$ cat src/rtl/axi_wr_arbiter_if.sv
// rtl/axi_wr_arbiter_if.sv - handshake bundle between NUM_MST AXI write masters, the arbiter and one slave
//
// Purpose:
//   Carries the valid/ready steering signals of the shared AW/W/B write path together with the
//   grant outputs.  Payload (IDs, addresses, data, strobes, responses) is muxed outside the
//   arbiter on gnt_idx and is therefore not part of this bundle.
//
// Modports:
//   slave  - arbiter view: accepts requests from the masters, drives the shared slave path
//   master - environment view: the NUM_MST upstream masters plus the downstream slave
//
// Signals (m_* are per-master vectors, master i at bit i or slice [i*W +: W]):
//   m_awvalid/m_awlen/m_awready, m_wvalid/m_wlast/m_wready, m_bvalid/m_bready
//   s_awvalid/s_awready, s_wvalid/s_wlast/s_wready, s_bvalid/s_bready
//   gnt_onehot, gnt_idx, busy, err_wlast
//
// Optional feature macro: AXI_ARB_QOS_EN adds m_awqos (4 bits per master).

interface axi_wr_arbiter_if #(
   parameter int NUM_MST   = 4,
   parameter int LEN_WIDTH = 8,
   parameter int IDX_W     = (NUM_MST > 1) ? $clog2(NUM_MST) : 1
);
   logic [NUM_MST-1:0]           m_awvalid;
   logic [NUM_MST*LEN_WIDTH-1:0] m_awlen;
   logic [NUM_MST-1:0]           m_awready;
`ifdef AXI_ARB_QOS_EN
   logic [NUM_MST*4-1:0]         m_awqos;
`endif
   logic [NUM_MST-1:0]           m_wvalid;
   logic [NUM_MST-1:0]           m_wlast;
   logic [NUM_MST-1:0]           m_wready;
   logic [NUM_MST-1:0]           m_bvalid;
   logic [NUM_MST-1:0]           m_bready;

   logic                         s_awvalid;
   logic                         s_awready;
   logic                         s_wvalid;
   logic                         s_wlast;
   logic                         s_wready;
   logic                         s_bvalid;
   logic                         s_bready;

   logic [NUM_MST-1:0]           gnt_onehot;
   logic [IDX_W-1:0]             gnt_idx;
   logic                         busy;
   logic                         err_wlast;

   modport slave (
`ifdef AXI_ARB_QOS_EN
      input  m_awqos,
`endif
      input  m_awvalid, m_awlen, m_wvalid, m_wlast, m_bready,
      input  s_awready, s_wready, s_bvalid,
      output m_awready, m_wready, m_bvalid,
      output s_awvalid, s_wvalid, s_wlast, s_bready,
      output gnt_onehot, gnt_idx, busy, err_wlast
   );

   modport master (
`ifdef AXI_ARB_QOS_EN
      output m_awqos,
`endif
      output m_awvalid, m_awlen, m_wvalid, m_wlast, m_bready,
      output s_awready, s_wready, s_bvalid,
      input  m_awready, m_wready, m_bvalid,
      input  s_awvalid, s_wvalid, s_wlast, s_bready,
      input  gnt_onehot, gnt_idx, busy, err_wlast
   );
endinterface

$ cat src/rtl/axi_wr_arbiter.sv
// rtl/axi_wr_arbiter.sv - round-robin arbiter sharing one AXI write path between NUM_MST masters
//
// Purpose:
//   One write transaction at a time.  A master is picked in IDLE (round-robin from rr_ptr),
//   its AW is forwarded in ADDR, its W beats in DATA and the slave's B is routed back in RESP.
//   The grant is held from IDLE exit until the B handshake; rr_ptr then moves past the winner.
//   Each W burst is checked against the granted AWLEN; any mismatch sets the sticky err_wlast.
//
// Ports:
//   AXI_ACLK    in  clock, rising edge
//   AXI_ARESET  in  asynchronous, active-high reset; aborts any transaction in flight
//   bus         axi_wr_arbiter_if.slave: per-master AW/W/B handshakes, shared slave handshakes,
//               gnt_onehot/gnt_idx (registered grant), busy (not IDLE), err_wlast (sticky)
//
// Optional feature macro: AXI_ARB_QOS_EN
//   When defined, only requesters at the highest m_awqos compete in the round-robin search.

module axi_wr_arbiter #(
   parameter int NUM_MST   = 4,
   parameter int LEN_WIDTH = 8,
   parameter int IDX_W     = (NUM_MST > 1) ? $clog2(NUM_MST) : 1
) (
   input  logic           AXI_ACLK,
   input  logic           AXI_ARESET,
   axi_wr_arbiter_if.slave bus
);

   typedef enum logic [1:0] {
      ST_IDLE = 2'd0,
      ST_ADDR = 2'd1,
      ST_DATA = 2'd2,
      ST_RESP = 2'd3
   } state_t;

   state_t               state_q, state_d;
   logic [NUM_MST-1:0]   gnt_onehot_q, gnt_onehot_d;
   logic [IDX_W-1:0]     gnt_idx_q, gnt_idx_d;
   logic [IDX_W-1:0]     rr_ptr_q, rr_ptr_d;
   logic [LEN_WIDTH-1:0] beat_cnt_q, beat_cnt_d;
   logic [LEN_WIDTH-1:0] exp_len_q, exp_len_d;
   logic                 err_wlast_q, err_wlast_d;

   // ---------------------------------------------------------------------------------------
   // Eligible requesters
   // ---------------------------------------------------------------------------------------
   logic [NUM_MST-1:0]   req_elig;

`ifdef AXI_ARB_QOS_EN
   // Only masters sharing the highest requested QoS level stay in the round-robin search.
   always_comb begin : qos_filter
      logic [3:0] max_qos;
      max_qos  = '0;
      req_elig = '0;
      for (int i = 0; i < NUM_MST; i++) begin
         if (bus.m_awvalid[i] && (bus.m_awqos[i*4 +: 4] > max_qos)) begin
            max_qos = bus.m_awqos[i*4 +: 4];
         end
      end
      for (int i = 0; i < NUM_MST; i++) begin
         req_elig[i] = bus.m_awvalid[i] && (bus.m_awqos[i*4 +: 4] == max_qos);
      end
   end
`else
   assign req_elig = bus.m_awvalid;
`endif

   // ---------------------------------------------------------------------------------------
   // Round-robin winner
   // ---------------------------------------------------------------------------------------
   // Rotating the doubled request vector right by rr_ptr puts master (rr_ptr+k) mod NUM_MST
   // at bit k, so the lowest set bit of the rotated vector is the winner.
   logic [2*NUM_MST-1:0] req_dbl;
   logic [NUM_MST-1:0]   req_rot;
   logic [NUM_MST-1:0]   win_onehot;
   logic [IDX_W-1:0]     win_idx;
   logic [LEN_WIDTH-1:0] win_len;
   logic [LEN_WIDTH-1:0] gnt_len;
   logic                 win_found;

   assign req_dbl   = {req_elig, req_elig} >> rr_ptr_q;
   assign req_rot   = req_dbl[NUM_MST-1:0];
   assign win_found = |req_elig;

   // Scanned from the top so the lowest rotated position is the last (winning) assignment.
   always_comb begin : rr_pick
      int pos;
      pos        = 0;
      win_idx    = '0;
      win_onehot = '0;
      for (int k = NUM_MST - 1; k >= 0; k--) begin
         if (req_rot[k]) begin
            pos = k + int'(rr_ptr_q);
            if (pos >= NUM_MST) begin
               pos = pos - NUM_MST;
            end
            win_idx    = IDX_W'(pos);
            win_onehot = NUM_MST'(1) << pos;
         end
      end
   end

   always_comb begin : win_len_sel
      win_len = '0;
      for (int i = 0; i < NUM_MST; i++) begin
         if (win_onehot[i]) begin
            win_len = bus.m_awlen[i*LEN_WIDTH +: LEN_WIDTH];
         end
      end
   end

   always_comb begin : gnt_len_sel
      gnt_len = '0;
      for (int i = 0; i < NUM_MST; i++) begin
         if (gnt_onehot_q[i]) begin
            gnt_len = bus.m_awlen[i*LEN_WIDTH +: LEN_WIDTH];
         end
      end
   end

   // ---------------------------------------------------------------------------------------
   // Routed handshakes of the granted master
   // ---------------------------------------------------------------------------------------
   logic aw_vld_g;
   logic w_vld_g;
   logic w_last_g;
   logic b_rdy_g;

   assign aw_vld_g = |(bus.m_awvalid & gnt_onehot_q);
   assign w_vld_g  = |(bus.m_wvalid  & gnt_onehot_q);
   assign w_last_g = |(bus.m_wlast   & gnt_onehot_q);
   assign b_rdy_g  = |(bus.m_bready  & gnt_onehot_q);

   // ---------------------------------------------------------------------------------------
   // FSM next state and steering outputs
   // ---------------------------------------------------------------------------------------
   always_comb begin : fsm_next
      state_d        = state_q;
      gnt_onehot_d   = gnt_onehot_q;
      gnt_idx_d      = gnt_idx_q;
      rr_ptr_d       = rr_ptr_q;
      beat_cnt_d     = beat_cnt_q;
      exp_len_d      = exp_len_q;
      err_wlast_d    = err_wlast_q;

      bus.m_awready  = '0;
      bus.m_wready   = '0;
      bus.m_bvalid   = '0;
      bus.s_awvalid  = 1'b0;
      bus.s_wvalid   = 1'b0;
      bus.s_wlast    = 1'b0;
      bus.s_bready   = 1'b0;

      unique case (state_q)
         ST_IDLE: begin
            if (win_found) begin
               gnt_onehot_d = win_onehot;
               gnt_idx_d    = win_idx;
               exp_len_d    = win_len;
               state_d      = ST_ADDR;
            end
         end

         ST_ADDR: begin
            bus.s_awvalid = aw_vld_g;
            bus.m_awready = gnt_onehot_q & {NUM_MST{bus.s_awready}};
            // AWLEN is only guaranteed stable while AWVALID is up, so take it again here.
            exp_len_d     = gnt_len;
            if (aw_vld_g && bus.s_awready) begin
               beat_cnt_d = '0;
               state_d    = ST_DATA;
            end
         end

         ST_DATA: begin
            bus.s_wvalid = w_vld_g;
            bus.s_wlast  = w_last_g;
            bus.m_wready = gnt_onehot_q & {NUM_MST{bus.s_wready}};
            if (w_vld_g && bus.s_wready) begin
               if (beat_cnt_q != '1) begin
                  beat_cnt_d = beat_cnt_q + 1'b1;
               end
               if (w_last_g) begin
                  state_d = ST_RESP;
                  if (beat_cnt_q != exp_len_q) begin
                     err_wlast_d = 1'b1;
                  end
               end else if (beat_cnt_q == exp_len_q) begin
                  // Expected last beat arrived without WLAST; keep draining until WLAST.
                  err_wlast_d = 1'b1;
               end
            end
         end

         ST_RESP: begin
            bus.m_bvalid = gnt_onehot_q & {NUM_MST{bus.s_bvalid}};
            bus.s_bready = b_rdy_g;
            if (bus.s_bvalid && b_rdy_g) begin
               rr_ptr_d     = (gnt_idx_q == IDX_W'(NUM_MST - 1)) ? '0 : gnt_idx_q + 1'b1;
               gnt_onehot_d = '0;
               state_d      = ST_IDLE;
            end
         end

         default: begin
            state_d = ST_IDLE;
         end
      endcase
   end

   // ---------------------------------------------------------------------------------------
   // State registers
   // ---------------------------------------------------------------------------------------
   always_ff @(posedge AXI_ACLK or posedge AXI_ARESET) begin : fsm_regs
      if (AXI_ARESET) begin
         state_q      <= ST_IDLE;
         gnt_onehot_q <= '0;
         gnt_idx_q    <= '0;
         rr_ptr_q     <= '0;
         beat_cnt_q   <= '0;
         exp_len_q    <= '0;
         err_wlast_q  <= 1'b0;
      end else begin
         state_q      <= state_d;
         gnt_onehot_q <= gnt_onehot_d;
         gnt_idx_q    <= gnt_idx_d;
         rr_ptr_q     <= rr_ptr_d;
         beat_cnt_q   <= beat_cnt_d;
         exp_len_q    <= exp_len_d;
         err_wlast_q  <= err_wlast_d;
      end
   end

   assign bus.gnt_onehot = gnt_onehot_q;
   assign bus.gnt_idx    = gnt_idx_q;
   assign bus.busy       = (state_q != ST_IDLE);
   assign bus.err_wlast  = err_wlast_q;

endmodule

$ cat src/flat_wrapper.sv
// flat-port wrapper written by rule: the top's interface ports become plain ports
module axi_wr_arbiter_flat 
#(
   parameter int NUM_MST   = 4,
   parameter int LEN_WIDTH = 8,
   parameter int IDX_W     = (NUM_MST > 1) ? $clog2(NUM_MST) : 1
)
  (AXI_ACLK, AXI_ARESET, bus_m_awvalid, bus_m_awlen, bus_m_wvalid, bus_m_wlast, bus_m_bready, bus_s_awready, bus_s_wready, bus_s_bvalid, bus_m_awready, bus_m_wready, bus_m_bvalid, bus_s_awvalid, bus_s_wvalid, bus_s_wlast, bus_s_bready, bus_gnt_onehot, bus_gnt_idx, bus_busy, bus_err_wlast);
  axi_wr_arbiter_if #(.NUM_MST(NUM_MST), .LEN_WIDTH(LEN_WIDTH), .IDX_W(IDX_W)) bus_i ();
  input  logic AXI_ACLK;
  input  logic AXI_ARESET;
  input wire logic [$bits(bus_i.m_awvalid)-1:0] bus_m_awvalid;
  input wire logic [$bits(bus_i.m_awlen)-1:0] bus_m_awlen;
  input wire logic [$bits(bus_i.m_wvalid)-1:0] bus_m_wvalid;
  input wire logic [$bits(bus_i.m_wlast)-1:0] bus_m_wlast;
  input wire logic [$bits(bus_i.m_bready)-1:0] bus_m_bready;
  input wire logic [$bits(bus_i.s_awready)-1:0] bus_s_awready;
  input wire logic [$bits(bus_i.s_wready)-1:0] bus_s_wready;
  input wire logic [$bits(bus_i.s_bvalid)-1:0] bus_s_bvalid;
  output wire logic [$bits(bus_i.m_awready)-1:0] bus_m_awready;
  output wire logic [$bits(bus_i.m_wready)-1:0] bus_m_wready;
  output wire logic [$bits(bus_i.m_bvalid)-1:0] bus_m_bvalid;
  output wire logic [$bits(bus_i.s_awvalid)-1:0] bus_s_awvalid;
  output wire logic [$bits(bus_i.s_wvalid)-1:0] bus_s_wvalid;
  output wire logic [$bits(bus_i.s_wlast)-1:0] bus_s_wlast;
  output wire logic [$bits(bus_i.s_bready)-1:0] bus_s_bready;
  output wire logic [$bits(bus_i.gnt_onehot)-1:0] bus_gnt_onehot;
  output wire logic [$bits(bus_i.gnt_idx)-1:0] bus_gnt_idx;
  output wire logic [$bits(bus_i.busy)-1:0] bus_busy;
  output wire logic [$bits(bus_i.err_wlast)-1:0] bus_err_wlast;
  assign bus_i.m_awvalid = bus_m_awvalid;
  assign bus_i.m_awlen = bus_m_awlen;
  assign bus_i.m_wvalid = bus_m_wvalid;
  assign bus_i.m_wlast = bus_m_wlast;
  assign bus_i.m_bready = bus_m_bready;
  assign bus_i.s_awready = bus_s_awready;
  assign bus_i.s_wready = bus_s_wready;
  assign bus_i.s_bvalid = bus_s_bvalid;
  assign bus_m_awready = bus_i.m_awready;
  assign bus_m_wready = bus_i.m_wready;
  assign bus_m_bvalid = bus_i.m_bvalid;
  assign bus_s_awvalid = bus_i.s_awvalid;
  assign bus_s_wvalid = bus_i.s_wvalid;
  assign bus_s_wlast = bus_i.s_wlast;
  assign bus_s_bready = bus_i.s_bready;
  assign bus_gnt_onehot = bus_i.gnt_onehot;
  assign bus_gnt_idx = bus_i.gnt_idx;
  assign bus_busy = bus_i.busy;
  assign bus_err_wlast = bus_i.err_wlast;
  axi_wr_arbiter #(.NUM_MST(NUM_MST), .LEN_WIDTH(LEN_WIDTH), .IDX_W(IDX_W)) u_core (.AXI_ACLK(AXI_ACLK), .AXI_ARESET(AXI_ARESET), .bus(bus_i));
endmodule
$ cat config.mk
export PLATFORM = sky130hd
export DESIGN_NAME = axi_wr_arbiter_flat
export DESIGN_NICKNAME = d
export VERILOG_FILES = /design/src/rtl/axi_wr_arbiter_if.sv /design/src/rtl/axi_wr_arbiter.sv /design/src/flat_wrapper.sv
export SDC_FILE = /design/constraint.sdc
export NUM_CORES = 1
export LEC_CHECK = 0
export ABC_AREA = 1
export BUFFER_PORTS_ARGS = -buffer_cell sky130_fd_sc_hd__buf_2
export CAP_MARGIN = 20
export CORE_MARGIN = 10
export CORE_UTILIZATION = 57
export DETAILED_ROUTE_END_ITERATION = 7
export PLACE_DENSITY = 0.86
export SETUP_SLACK_MARGIN = 0.1
export SLEW_MARGIN = 30
export SYNTH_ARGS = -nofsm -noshare
export SYNTH_HDL_FRONTEND = slang
export SYNTH_SLANG_ARGS = --single-unit
$ cat constraint.sdc
create_clock -name AXI_ACLK -period 3.9 [get_ports AXI_ACLK]
set_clock_uncertainty 0.1 [all_clocks]
set_input_delay 0.195 -clock AXI_ACLK [delete_from_list [all_inputs] [get_ports AXI_ACLK]]
set_output_delay 0.195 -clock AXI_ACLK [all_outputs]
set_load 0.02 [all_outputs]
---- Yosys cells after proc, flatten, opt, wreduce, memory -nomap -nowiden ----
Index checks and enable logic that the tools add are counted.
operators by class
  add/sub/neg operators ................... 9
  magnitude comparators ................... 4
  eq/ne operators ......................... 14
  shifts and indexed selects .............. 5
  mux-type cells .......................... 50
  bitwise gates (word level) .............. 7
  reduce and logical (&&, ||, !) cells .... 21
operator list
  operator                                                            number
  two-way mux 32 bit                                                  8
  << shifter 1 x 32 -> 4 bit, first input constant                    4
  greater-or-equal comparator 32 x 4 -> 1 bit, second input constant  3
  two-way mux 8 bit                                                   12
  subtractor 32 x 4 -> 32 bit, second input constant                  3
  two-way mux 4 bit                                                   9
  one-hot mux 8 bit (2 select lines)                                  2
  AND 4 bit                                                           7
  two-way mux 2 bit                                                   10
  OR reduction 4 bit                                                  5
  inequality test 2 x 1 -> 1 bit, second input constant               6
  nonzero test 2 bit                                                  5
  adder 8 x 1 -> 8 bit, second input constant                         1
  equality test 8 bit                                                 1
  inequality test 8 bit                                               1
  inequality test 8 bit, second input constant                        1
  one-hot mux 2 bit (4 select lines)                                  1
  one-hot mux 4 bit (2 select lines)                                  1
  AND reduction 4 bit                                                 2
  right shift 8 x 2 -> 4 bit                                          1
  two-way mux 1 bit                                                   7
  adder 2 x 2 -> 3 bit, first input constant                          2
  equality test 2 bit, second input constant                          3
  AND reduction 2 bit                                                 3
  other kinds (10)                                                    12
word-level totals
  flip-flop bits (word level) ............. 27
  bits of input ports ..................... 53
  output and inout port bits .............. 24
  logic and storage cells ................. 117

---- Logic depth before layout (Yosys ltp) ----
  depth after elaboration ................. 15
  gate-level depth with buffers ........... 16

---- Worst setup path before layout ----
Ideal clock, no wire load.
  path kind ............................... register -> register
  from .................................... register u_core.state_q[1]
  to ...................................... register u_core.exp_len_q[0]
  library setup time ...................... 121 ps
  data arrival time ....................... 1801 ps
  required time ........................... 3679 ps
  slack ................................... 1879 ps
  stages on the path, launching flop included .. 9
  buffers on the path ..................... 1
  period minus slack after synthesis ...... 2021 ps
  path through ............................ dfrtp_1 -> inv_1 -> ha_1 -> buf_2 -> clkinv_1 -> o21ai_1 -> inv_1 -> nor2_1 -> a21oi_2
between the ends
  cells in the longest elaborated chain, start to end .. 3
  elaborated cells on any way between the ends .. 6
RTL lines
  what                                                                            RTL line               text
  start, declared                                                                 axi_wr_arbiter.sv:35   state_t state_q, state_d;
  start signal, assigned                                                          axi_wr_arbiter.sv:223  state_q <= state_d;
  equality test 2 x 1 -> 1 bit or zero test 2 bit (tied branches)                 axi_wr_arbiter.sv:153  unique case (state_q)
  nonzero test 2 bit (no line) or inequality test 2 x 1 -> 1 bit (tied branches)  -
  AND reduction 2 bit (no line)                                                   -
  end signal, assigned                                                            axi_wr_arbiter.sv:228  exp_len_q <= exp_len_d;
  end, declared                                                                   axi_wr_arbiter.sv:40   logic [LEN_WIDTH-1:0] exp_len_q, exp_len_d;
Parallel ways exist; a longest one is shown, timed or not.
A chain may end at the register's enable or synchronous reset.

---- Worst setup path in the final report ----
Same ends and word-level chain as after synthesis.

==> results.yml <==
yosys:
  synth_area_um2: 2746
  synth.top_cells.by_count: "nand2_1 (123), inv_1 (57), nor2_1 (42)"
  synthArstFlopShare: 1.000
  synth_edf_count: 0
  synthFlopType: "dfrtp_1"
  yosys.cell_count.top_type: "nand2_1"
  syn_inst: 444
  synth_top_area_cell: "dfrtp_1"
  yosysUniqueCellTypes: 34
  yosysSeqAreaShare: 0.2460
  synth_fp_nets: 511
  netlist.area_leader.share: 0.2460
  ys_ff_latch: 27
  yosysWarnings: 0
  syn_avg_cell_area_um2: 6.186
  synth_area_leaders: "dfrtp_1 (25%), nand2_1 (17%), inv_1 (7.8%)"
layout:
  drive_above_1_share: 0.2224
  fin_nets: 585
  post-route-util: 0.6848
  synthToLayoutAreaGrowth_pct: 16.99
  antenna_cells: 0
  final_area_um2: 3213
cts:
  cts.repair.resized: 0
  clockBufferDepth: 2
  cts_tree: "yes"
  cts_inserted_buffers: 3
  clock-sinks: 27
  cts_root_buffer: "clkbuf_8"
  h-tree-depth: 1
  clock_latency_ns: 0.28
  clk_pin_slew_worst_paths_ns: 0.10
die:
  coreArea_um2: 4692
  die_h_um: 89.42
  start_util: 0.5853
  row_count: 25
  fp.dieW_um: 89.42
  io_pins: 77
  die_area_um2: 7995
placed_design:
  placed_cell_area_um2: 3154
  place_hpwl_um: 6636
  port_buffers: 76
  place_ws_ns: 1.344
  place.gp.congestion: 0.9642
detailed_routing:
  routed_wl_um: 8260
  drt_iter0_drc: 201
  wl_per_cell_um: 14.47
  drc_errors: 0
  vias_per_cell: 5.492
  vias: 3136
  ant_nets: 0
  firstDrtPassIters: 4
setup_path:
  r2r_cells: 7
  crit_top_cell: "inv_1"
  start_kind: "flip-flop"
  path_class: "reg2reg"
  cp-end-kind: "flip-flop"
  cpPeakStageDelay_ns: 0.60
  crit_arrival_ns: 2.73
  required_ns: 3.98
  crit_slowest_cell: "o21ai_1"
  path_cells: "inv_1 -> ha_1 -> clkinv_1 -> o21ai_1 -> inv_1 -> nor2_1 -> a21oi_2"
  crit_fanout: 12
timing:
  worst_pin_slew_ns: 0.6342
  fin_ws_ns: 1.251
  fin_crit_sh: 0.6792
  timing.final.crit_period_ns: 2.649
  hold_viol_final: 0
  grt_setup_unrepaired: "false"
  relSlewSlack: 0.5743
  slew_violations: 0
  clock.fmax_ghz: 0.3775
  fin_tns_setup_ns: 0
  finalSetupViolations: 0
flow_run:
  maxCapViolCount: 0
min_path:
  min_path_type: "in2reg"
  hold_path_depth: 2
outcome:
  outcome: "finished, final reports clean"
power:
  ir_drop_v: 0.0004392
  p_leak_nw: 1.790
  cellPowerDensity_nw_per_um2: 907.3
global_routing:
  grt_max_degree: 28
  grt_pass1_vias: 3078
  grt-ovfl-total: 0
  antenna_found_initial: 0
  grt_usage: 0.2138
  grt_pass1_wl_um: 13940
layout make-up:
cell class | instances | area (um2)
fill | 431 | 1479
timing repair buffer | 77 | 390.4
clock inverter | 1 | 7.507
clock buffer | 3 | 41.29
sequential | 27 | 675.6
inverter | 70 | 262.8
multi-input combinational | 339 | 1768
tap | 54 | 67.56
layout by cell type (no fill, tap or decap), drive strengths merged, types with 5 or more instances in the layout:
| cell | Yosys | final |
|---|---|---|
| a21oi | 34 | 34 |
| buf | 3 | 76 |
| dfrtp | 27 | 27 |
| ha | 14 | 14 |
| inv | 67 | 67 |
| nand2 | 136 | 136 |
| nand3 | 28 | 28 |
| nor2 | 46 | 46 |
| nor3 | 10 | 10 |
| o21ai | 38 | 38 |
| o22ai | 5 | 5 |
| xnor2 | 9 | 9 |
critical path: cells and delay by family (launching register included):
family                   cells  cell delay (ns)
AO/OA/AOI/OAI                2             0.67
adder cells (fa/ha/maj)      1             0.40
buffers and inverters        3             0.77
flip-flops                   1             0.42
AND/OR/NAND/NOR              1             0.19
final timing paths:
path,slack (ns),to,from
max,1.25,u_core.exp_len_q[0],u_core.state_q[1]
min,0.11,u_core.bus.err_wlast,bus_s_wready
max reg2reg,1.25,u_core.exp_len_q[0],u_core.state_q[1]
min reg2reg,0.38,u_core.bus.err_wlast,u_core.bus.err_wlast
max in group asynchronous,2.91,u_core.bus.gnt_idx[1],AXI_ARESET
min in group asynchronous,0.41,u_core.beat_cnt_q[6],AXI_ARESET
where the power goes:
| part | internal (mW) | leakage (nW) | switching, mW |
|---|---|---|---|
| clock | 0.0727 | 0.0217 | 0.0948 |
| sequential | 0.397 | 0.334 | 0.150 |
| combinational | 0.734 | 1.43 | 1.47 |
| total | 1.20 | 1.79 | 1.71 |
flip-flops by register name (all words and copies together), names as in the netlist:
| name | count |
|---|---|
| u_core.rr_ptr_q | 2 |
| u_core.beat_cnt_q | 8 |
| u_core.bus.err_wlast | 1 |
| u_core.exp_len_q | 8 |
| u_core.bus.gnt_idx | 2 |
| u_core.bus.gnt_onehot | 4 |
| u_core.state_q | 2 |
kinds of logic after synthesis:
family / count (synthesis) / synth area share
and+or+nand+nor: 224 / 0.3608
AOI/OAI and AO/OA: 91 / 0.1872
buffers and inverters: 78 / 0.1103
DFF: 27 / 0.2460
adders and majority gates: 14 / 0.06378
xor gates and xnor gates: 10 / 0.03189
metrics by stage:
step | cells | power, mW | hold slack (ns)
6_report | 571 | 2.915 | 0.1086
5_1_grt | 571 | 3.253 | 0.1296
4_1_cts | 571 | 2.889 | 0.1168
3_5_place_dp | 566 | 2.717 | 0.1813
3_3_place_gp | 566 | 2.663 | 0.3526
2_1_floorplan | 444 | 2.240 | 0.1477
timing repair:
action                    in CTS  in global routing
hold endpoints to repair      27                  0
setup buffers                  0                  0
hold buffers                   1                  0
metal layers:
| metal | GRT usage | part of all wire | vias up |
|---|---|---|---|
| li1 | - | - | 1575 |
| met1 | 0.2683 | 0.44 | 1420 |
| met2 | 0.3571 | 0.45 | 131 |
| met3 | 0.06199 | 0.095 | 10 |
| met4 | 0.03757 | 0.011 | 0 |
| met5 | 0 | 0 | - |
(Power assumes the default switching activity.)
